==> src/rtl/ul_reg_bank_mc.sv <==
// CPU register bank: version/scratch/LED/timeout/error registers and NUM_CH pipelined adders.
// Defining UL_REG_ERR_IRQ_EN adds the ul_irq output and a writable error mask.
module ul_reg_bank_mc #(
  parameter int          CPU_ADDR_WIDTH = 12,
  parameter int          CPU_DATA_WIDTH = 32,
  parameter int          NUM_CH         = 4,
  parameter int          ERR_WIDTH      = 8,
  parameter logic [31:0] VER_TIME       = 32'h2018_0308,
  parameter logic [31:0] VER_TYPE       = 32'h00D3_0010
) (
  input  logic                      clks,
  input  logic                      reset,
  input  logic                      cpu_wr,
  input  logic [CPU_ADDR_WIDTH-1:0] cpu_wr_addr,
  input  logic [CPU_DATA_WIDTH-1:0] cpu_data_in,
  input  logic                      cpu_rd,
  output logic [CPU_DATA_WIDTH-1:0] cpu_data_out,
  output logic                      cpu_rd_vld,
  output logic [15:0]               ul2sh_vled,
  output logic [15:0]               reg_tmout_us_cfg,
`ifdef UL_REG_ERR_IRQ_EN
  output logic                      ul_irq,
`endif
  input  logic [ERR_WIDTH-1:0]      reg_tmout_us_err
);

  typedef logic [CPU_ADDR_WIDTH-1:0] addr_t;
  typedef logic [CPU_DATA_WIDTH-1:0] data_t;

  localparam addr_t A_VER_TIME = addr_t'(32'h0000_0000);
  localparam addr_t A_VER_TYPE = addr_t'(32'h0000_0001);
  localparam addr_t A_SCRATCH  = addr_t'(32'h0000_0002);
  localparam addr_t A_VLED     = addr_t'(32'h0000_0003);
  localparam addr_t A_TMOUT    = addr_t'(32'h0000_0004);
  localparam addr_t A_ERR      = addr_t'(32'h0000_0005);
  localparam addr_t A_MASK     = addr_t'(32'h0000_0006);
  localparam addr_t A_RDCNT    = addr_t'(32'h0000_0007);
  localparam addr_t A_OVF      = addr_t'(32'h0000_0008);
  localparam addr_t A_CH_BASE  = addr_t'(32'h0000_0010);
  localparam addr_t A_CH_NUM   = addr_t'(NUM_CH);

  data_t                 r_rd_data;
  logic                  r_rd_vld;
  data_t                 r_scratch;
  logic [15:0]           r_vled;
  logic [15:0]           r_tmout;
  logic [ERR_WIDTH-1:0]  r_err;
  logic [31:0]           r_rd_cnt;
  logic [NUM_CH-1:0]     r_ovf;

  addr_t                 w_ch_off;
  addr_t                 w_ch_idx;
  logic [1:0]            w_ch_reg;
  logic                  w_ch_hit;
  logic [NUM_CH-1:0]     w_ovf_set;
  data_t                 w_ch_val [NUM_CH];
  data_t                 w_ch_rd;
  data_t                 w_rd_data;
  logic [ERR_WIDTH-1:0]  w_mask;
  logic [ERR_WIDTH-1:0]  w_err_clr;
  logic [NUM_CH-1:0]     w_ovf_clr;
  logic                  w_wr_scr;
  logic                  w_wr_vled;
  logic                  w_wr_tmout;

  // Channel window starts at 0x010, four words per channel
  assign w_ch_off = cpu_wr_addr - A_CH_BASE;
  assign w_ch_idx = {2'b00, w_ch_off[CPU_ADDR_WIDTH-1:2]};
  assign w_ch_reg = w_ch_off[1:0];
  assign w_ch_hit = (cpu_wr_addr >= A_CH_BASE) && (w_ch_idx < A_CH_NUM);

  assign w_wr_scr   = cpu_wr && (cpu_wr_addr == A_SCRATCH);
  assign w_wr_vled  = cpu_wr && (cpu_wr_addr == A_VLED);
  assign w_wr_tmout = cpu_wr && (cpu_wr_addr == A_TMOUT);
  assign w_err_clr  = (cpu_wr && (cpu_wr_addr == A_ERR)) ? cpu_data_in[ERR_WIDTH-1:0]
                                                         : {ERR_WIDTH{1'b0}};
  assign w_ovf_clr  = (cpu_wr && (cpu_wr_addr == A_OVF)) ? cpu_data_in[NUM_CH-1:0]
                                                         : {NUM_CH{1'b0}};

  for (genvar c = 0; c < NUM_CH; c++) begin : g_ch
    logic                    w_sel;
    logic [CPU_DATA_WIDTH:0] w_add;
    data_t                   r_opa;
    data_t                   r_opb;
    data_t                   r_sum;
    data_t                   r_s1_a;
    data_t                   r_s1_b;
    logic                    r_ctrl;
    logic                    r_s1_vld;
    logic                    r_s1_sat;

    assign w_sel         = cpu_wr && w_ch_hit && (w_ch_idx == addr_t'(c));
    assign w_add         = {1'b0, r_s1_a} + {1'b0, r_s1_b};
    assign w_ovf_set[c]  = r_s1_vld & w_add[CPU_DATA_WIDTH];
    assign w_ch_val[c]   = (w_ch_reg == 2'd0) ? r_opa :
                           (w_ch_reg == 2'd1) ? r_opb :
                           (w_ch_reg == 2'd2) ? data_t'(r_ctrl) : r_sum;

    // Stage 1 latches the operand pair being written, stage 2 produces the sum
    always_ff @(posedge clks or posedge reset) begin
      if (reset) begin
        r_opa    <= {CPU_DATA_WIDTH{1'b0}};
        r_opb    <= {CPU_DATA_WIDTH{1'b0}};
        r_sum    <= {CPU_DATA_WIDTH{1'b0}};
        r_s1_a   <= {CPU_DATA_WIDTH{1'b0}};
        r_s1_b   <= {CPU_DATA_WIDTH{1'b0}};
        r_ctrl   <= 1'b0;
        r_s1_vld <= 1'b0;
        r_s1_sat <= 1'b0;
      end else begin
        r_s1_vld <= w_sel && !w_ch_reg[1];
        if (w_sel && (w_ch_reg == 2'd0)) begin
          r_opa    <= cpu_data_in;
          r_s1_a   <= cpu_data_in;
          r_s1_b   <= r_opb;
          r_s1_sat <= r_ctrl;
        end else if (w_sel && (w_ch_reg == 2'd1)) begin
          r_opb    <= cpu_data_in;
          r_s1_a   <= r_opa;
          r_s1_b   <= cpu_data_in;
          r_s1_sat <= r_ctrl;
        end else if (w_sel && (w_ch_reg == 2'd2)) begin
          r_ctrl   <= cpu_data_in[0];
        end
        if (r_s1_vld) begin
          r_sum <= (r_s1_sat && w_add[CPU_DATA_WIDTH]) ? {CPU_DATA_WIDTH{1'b1}}
                                                       : w_add[CPU_DATA_WIDTH-1:0];
        end
      end
    end
  end

  // Channel read data, zero when the address misses every channel
  always_comb begin
    w_ch_rd = {CPU_DATA_WIDTH{1'b0}};
    for (int c = 0; c < NUM_CH; c++) begin
      w_ch_rd = w_ch_rd | ((w_ch_hit && (w_ch_idx == addr_t'(c))) ? w_ch_val[c]
                                                                  : {CPU_DATA_WIDTH{1'b0}});
    end
  end

  // Read mux from current register contents, so a same-cycle write is not visible
  always_comb begin
    w_rd_data = {CPU_DATA_WIDTH{1'b0}};
    case (cpu_wr_addr)
      A_VER_TIME: w_rd_data = data_t'(VER_TIME);
      A_VER_TYPE: w_rd_data = data_t'(VER_TYPE);
      A_SCRATCH:  w_rd_data = r_scratch;
      A_VLED:     w_rd_data = data_t'(r_vled);
      A_TMOUT:    w_rd_data = data_t'(r_tmout);
      A_ERR:      w_rd_data = data_t'(r_err);
      A_MASK:     w_rd_data = data_t'(w_mask);
      A_RDCNT:    w_rd_data = data_t'(r_rd_cnt);
      A_OVF:      w_rd_data = data_t'(r_ovf);
      default:    w_rd_data = w_ch_rd;
    endcase
  end

  // Global registers, sticky flags (set beats clear) and the registered read port
  always_ff @(posedge clks or posedge reset) begin
    if (reset) begin
      r_rd_data <= {CPU_DATA_WIDTH{1'b0}};
      r_rd_vld  <= 1'b0;
      r_scratch <= {CPU_DATA_WIDTH{1'b0}};
      r_vled    <= 16'h0000;
      r_tmout   <= 16'hFFFF;
      r_err     <= {ERR_WIDTH{1'b0}};
      r_rd_cnt  <= 32'h0000_0000;
      r_ovf     <= {NUM_CH{1'b0}};
    end else begin
      if (w_wr_scr)   r_scratch <= ~cpu_data_in;
      if (w_wr_vled)  r_vled    <= cpu_data_in[15:0];
      if (w_wr_tmout) r_tmout   <= cpu_data_in[15:0];
      r_err    <= (r_err & ~w_err_clr) | reg_tmout_us_err;
      r_ovf    <= (r_ovf & ~w_ovf_clr) | w_ovf_set;
      r_rd_vld <= cpu_rd;
      if (cpu_rd) begin
        r_rd_data <= w_rd_data;
        r_rd_cnt  <= r_rd_cnt + 32'd1;
      end
    end
  end

`ifdef UL_REG_ERR_IRQ_EN
  logic [ERR_WIDTH-1:0] r_mask;
  logic                 r_irq;

  assign w_mask = r_mask;
  assign ul_irq = r_irq;

  // Error mask register and the masked-error interrupt
  always_ff @(posedge clks or posedge reset) begin
    if (reset) begin
      r_mask <= {ERR_WIDTH{1'b0}};
      r_irq  <= 1'b0;
    end else begin
      if (cpu_wr && (cpu_wr_addr == A_MASK)) r_mask <= cpu_data_in[ERR_WIDTH-1:0];
      r_irq <= |(r_err & ~r_mask);
    end
  end
`else
  assign w_mask = {ERR_WIDTH{1'b0}};
`endif

  assign cpu_data_out     = r_rd_data;
  assign cpu_rd_vld       = r_rd_vld;
  assign ul2sh_vled       = r_vled;
  assign reg_tmout_us_cfg = r_tmout;

endmodule

==> config.mk <==
export PLATFORM = sky130hd
export DESIGN_NAME = ul_reg_bank_mc
export DESIGN_NICKNAME = d
export VERILOG_FILES = /design/src/rtl/ul_reg_bank_mc.sv
export SDC_FILE = /design/constraint.sdc
export NUM_CORES = 2
export LEC_CHECK = 0
export ABC_AREA = 1
export CAP_MARGIN = 20
export CORE_MARGIN = 2
export CORE_UTILIZATION = 57
export CTS_CLUSTER_DIAMETER = 200
export DETAILED_ROUTE_END_ITERATION = 16
export PLACE_DENSITY = 0.79
export SLEW_MARGIN = 10
export SYNTH_ARGS = -nofsm -noshare
export SYNTH_HDL_FRONTEND = slang
export SYNTH_SLANG_ARGS = --single-unit
==> constraint.sdc <==
create_clock -name clks -period 29 [get_ports clks]
set_input_delay 5.8 -clock clks [delete_from_list [all_inputs] [get_ports clks]]
set_output_delay 5.8 -clock clks [all_outputs]
set_load 0.005 [all_outputs]
==> metrics.md <==
| Metric | Value |
|---|---|
| Distinct cells, synth | `47` |
| Syn Nets | `about 6500` |
| Area occupied by multi-input gates | `approximately 21000 um^2` |
| Gp weighted congestion | `roughly 1.1` |
| Via count | `44200` |
| Top cell type by total area after synthesis | `dfrtp_1` |
| Pwr dens | `49.2 nW/um^2` |
| Status | `completed` |
| Internal power | `1.87 mW` |
| Crit path kind | `input port to register` |
| Synthesized flop and latch total | `between 700 and 800` |
| Psw | `0.604 mW` |
| Buffers on Ports | `120` |
| Post-DP Area | `47200 um^2` |
| Post-route cell area | `50300 um^2` |
| Max Root-Sink Buffers | `3` |
| Reg2reg path depth | `14` |
| Worst vdd ir | `roughly 0.050 mV` |
| Core footprint | `78600 um^2` |
| Worst slack, placed | `19.18 ns` |
| Clk_lat worst skew | `0.66 ns` |
| Root Buffer | `clkbuf_16` |
| Ratio of final minimum period to clock period | `between 30% and 40%` |
| Clk sinks | `793` |
| Initial Utilization | `57.4%` |
| Final wirelength | `172 mm` |
| Mapped Cells | `6358` |
| GRT Residual Overflow | `0` |
| Die Y | `285 um` |
| Final hold viol count | `0` |
| Share of the synthesized area in the top cell type | `43.1%` |
| Highest clock rate | `between 100 and 150 MHz` |
| CP arrival | `between 9 and 10 ns` |
| Mean Syn Cell Area | `7.09 um^2` |
| Min Clock Period, post-route | `9.34 ns` |
| Synth top area cells | `dfrtp_1, nand2_1, inv_1, o21ai_0, nor2_1` |
| Largest net degree at the start of global routing | `184` |
| First-pass GRT wire length | `256 mm` |
| WHS Path Cells | `2` |
| Layout Area Growth over Synthesis | `11.6%` |
| Setup TNS | `0 ns` |
| Num CTS Buffers | `87` |
| Post_cts resized | `0` |
| Slew margin rel. | `23.6%` |
| Hold slack | `0.488 ns` |
| Flop pwr share | `45.7%` |
| Final-report setup violation count | `0` |
| Clock share of power | `49.1%` |
| DIE WIDTH | `285 um` |
| CTS clock-pin slew for the worst setup and hold paths | `0.06 ns` |
| Nets@finish | `6581` |
| FP Rows | `slightly above 100` |
| Setup ws final | `a little under 20 ns` |
| CTS Hold Buffers Added | `0` |
| Most common cell after layout, fill and taps aside | `nand2_1` |
| All-Layer GR Usage | `41.7%` |
| Cell area after synthesis | `roughly 45000 um^2` |
| Register area share after synthesis | `44.1%` |
| Layout cells sized above 1 | `4.25%` |
| Remaining DRCs | `0` |
| Slew Limit Fails | `0` |
| CP required | `29.56 ns` |
| Hold Crit Class | `register to register` |
| Fillers | `7114` |
| Seq. cell area | `~20000 um^2` |
| Die area | `about 80000 um^2` |
| Leak | `26.9 nW` |
| Initial DRC Count | `6074` |
| Comb power frac | `5.2%` |
| Synth Warn # | `0` |
| First-pass DRT Iterations | `6` |
| Unrepaired setup endpoints after global routing | `false` |
| Startpoint types | `input port` |
| Crit path capture type | `register` |
| Wire per inst | `22.8 um` |
| Top-Level Pins | `121` |
| Post CTS Setup Buffer Count | `0` |
| Vias in the first global route | `40700` |
| FFs w/ async S/R, synth | `100%` |
| Top FF cell, synth | `dfrtp_1` |
| Clock skew | `0.0339 ns` |
| Vias/cell | `around 6` |
| Post-DRT Antenna Nets | `0` |
| Antenna violations before repair | `14` |
| Switching share of power | `24.4%` |
| Max cap viols | `0` |
| DP Wirelength | `around 120 mm` |
| Number of synthesized flops with an enable pin | `0` |
| CTS tree | `yes` |
| Worst slew pin tran | `1.14 ns` |
| Commonest non-fill, non-tap cells in the layout | `nand2_1, inv_1, dfrtp_1` |
| Max FO, Critical Path | `64` |
| H-Tree Depth | `3` |
stage by stage:
stage	power, mW	util [%]	instances
after floorplan	1.21	-	6358
after global placement	1.27	59.9	7349
after detailed placement	1.27	60.0	7350
after CTS	2.47	63.9	7511
after global routing	2.53	64.0	7519
final	2.48	64.0	7527
per-layer routing:
layer  vias up  track usage (%)  part of all wire, %
met3       406             11.2                   13
met2      2643             59.0                   41
met5         -                0                0.065
met1     21000             58.8                   40
li1      20100                -                    -
met4        16             21.6                  5.9
cells in the mapped netlist, types with 17 or more instances:
library cell,count
o211ai_1,120
nand4_1,63
xor2_1,44
ha_1,129
nand2_1,2398
o21a_1,39
buf_2,54
o21ai_0,392
o21ai_1,77
nor2_1,503
nand3_1,271
a31oi_1,40
dfrtp_1,777
xnor2_1,38
buf_1,34
inv_2,17
and2_1,23
a21oi_1,177
a2bb2oi_1,32
clkbuf_1,142
inv_1,824
nor3_1,37
state kept, by name, summed over array words and instances (netlist names):
signal,count
g_ch.r_opa,128
g_ch.r_opb,128
g_ch.r_s1_a,128
g_ch.r_s1_b,128
g_ch.r_sum,128
cpu_data_out,32
r_rd_cnt,32
r_scratch,32
reg_tmout_us_cfg,16
ul2sh_vled,16
r_err,8
g_ch.r_ctrl,4
g_ch.r_s1_sat,4
g_ch.r_s1_vld,4
r_ovf,4
cpu_rd_vld,1
power by group through the flow:
stage               clock (mW)  combinational [mW]  sequential [mW]
floorplan                    0              0.0620             1.15
global placement             0               0.121             1.15
detailed placement           0               0.122             1.15
CTS                       1.21               0.123             1.13
global route              1.26               0.135             1.13
finish                    1.22               0.128             1.13
cells by family after synthesis:
logic type,after synthesis,synth area share [%]
simple gates,3343,29.6
buf+inv,1079,9.16
compound gates,928,11.9
flops,793,44.1
fa+ha+maj,133,3.76
xor+xnor,82,1.59
final timing paths:
path,startpoint,endpoint,slack (ns)
min in group asynchronous,reset,g_ch[1].r_opb[31]$_DFFE_PP0P_,5.72
worst max-delay path,cpu_wr_addr[1],cpu_data_out[17]$_DFFE_PP0P_,19.66
worst max register to register,g_ch[3].r_s1_a[0]$_DFFE_PP0P_,g_ch[3].r_sum[17]$_DFFE_PP0P_,24.91
worst min-delay path,g_ch[3].r_s1_a[26]$_DFFE_PP0P_,g_ch[3].r_s1_a[26]$_DFFE_PP0P_,0.49
worst min register to register,g_ch[3].r_s1_a[26]$_DFFE_PP0P_,g_ch[3].r_s1_a[26]$_DFFE_PP0P_,0.49
max in group asynchronous,reset,g_ch[2].r_s1_a[11]$_DFFE_PP0P_,20.10
layout make-up:
class | count | area share [%]
clock buffer | 126 | 4.98
multi-input combinational | 4486 | 42.0
tap | 1050 | 2.61
inverter | 847 | 6.33
timing repair buffer | 177 | 3.41
sequential | 793 | 39.5
antenna | 13 | 0.0646
clock inverter | 35 | 1.14
worst max-delay path: stages:
cell and delay [ns]:
clkdlybuf4s50_1 0.80, nand2_2 0.48, clkinv_2 0.11, buf_4 0.60, buf_4 0.77, nand3_1 0.54
inv_1 0.35, nand2_1 0.09, nand2_1 0.07, nand2_1 0.04, o21ai_0 0.15
(Power assumes the default switching activity.)
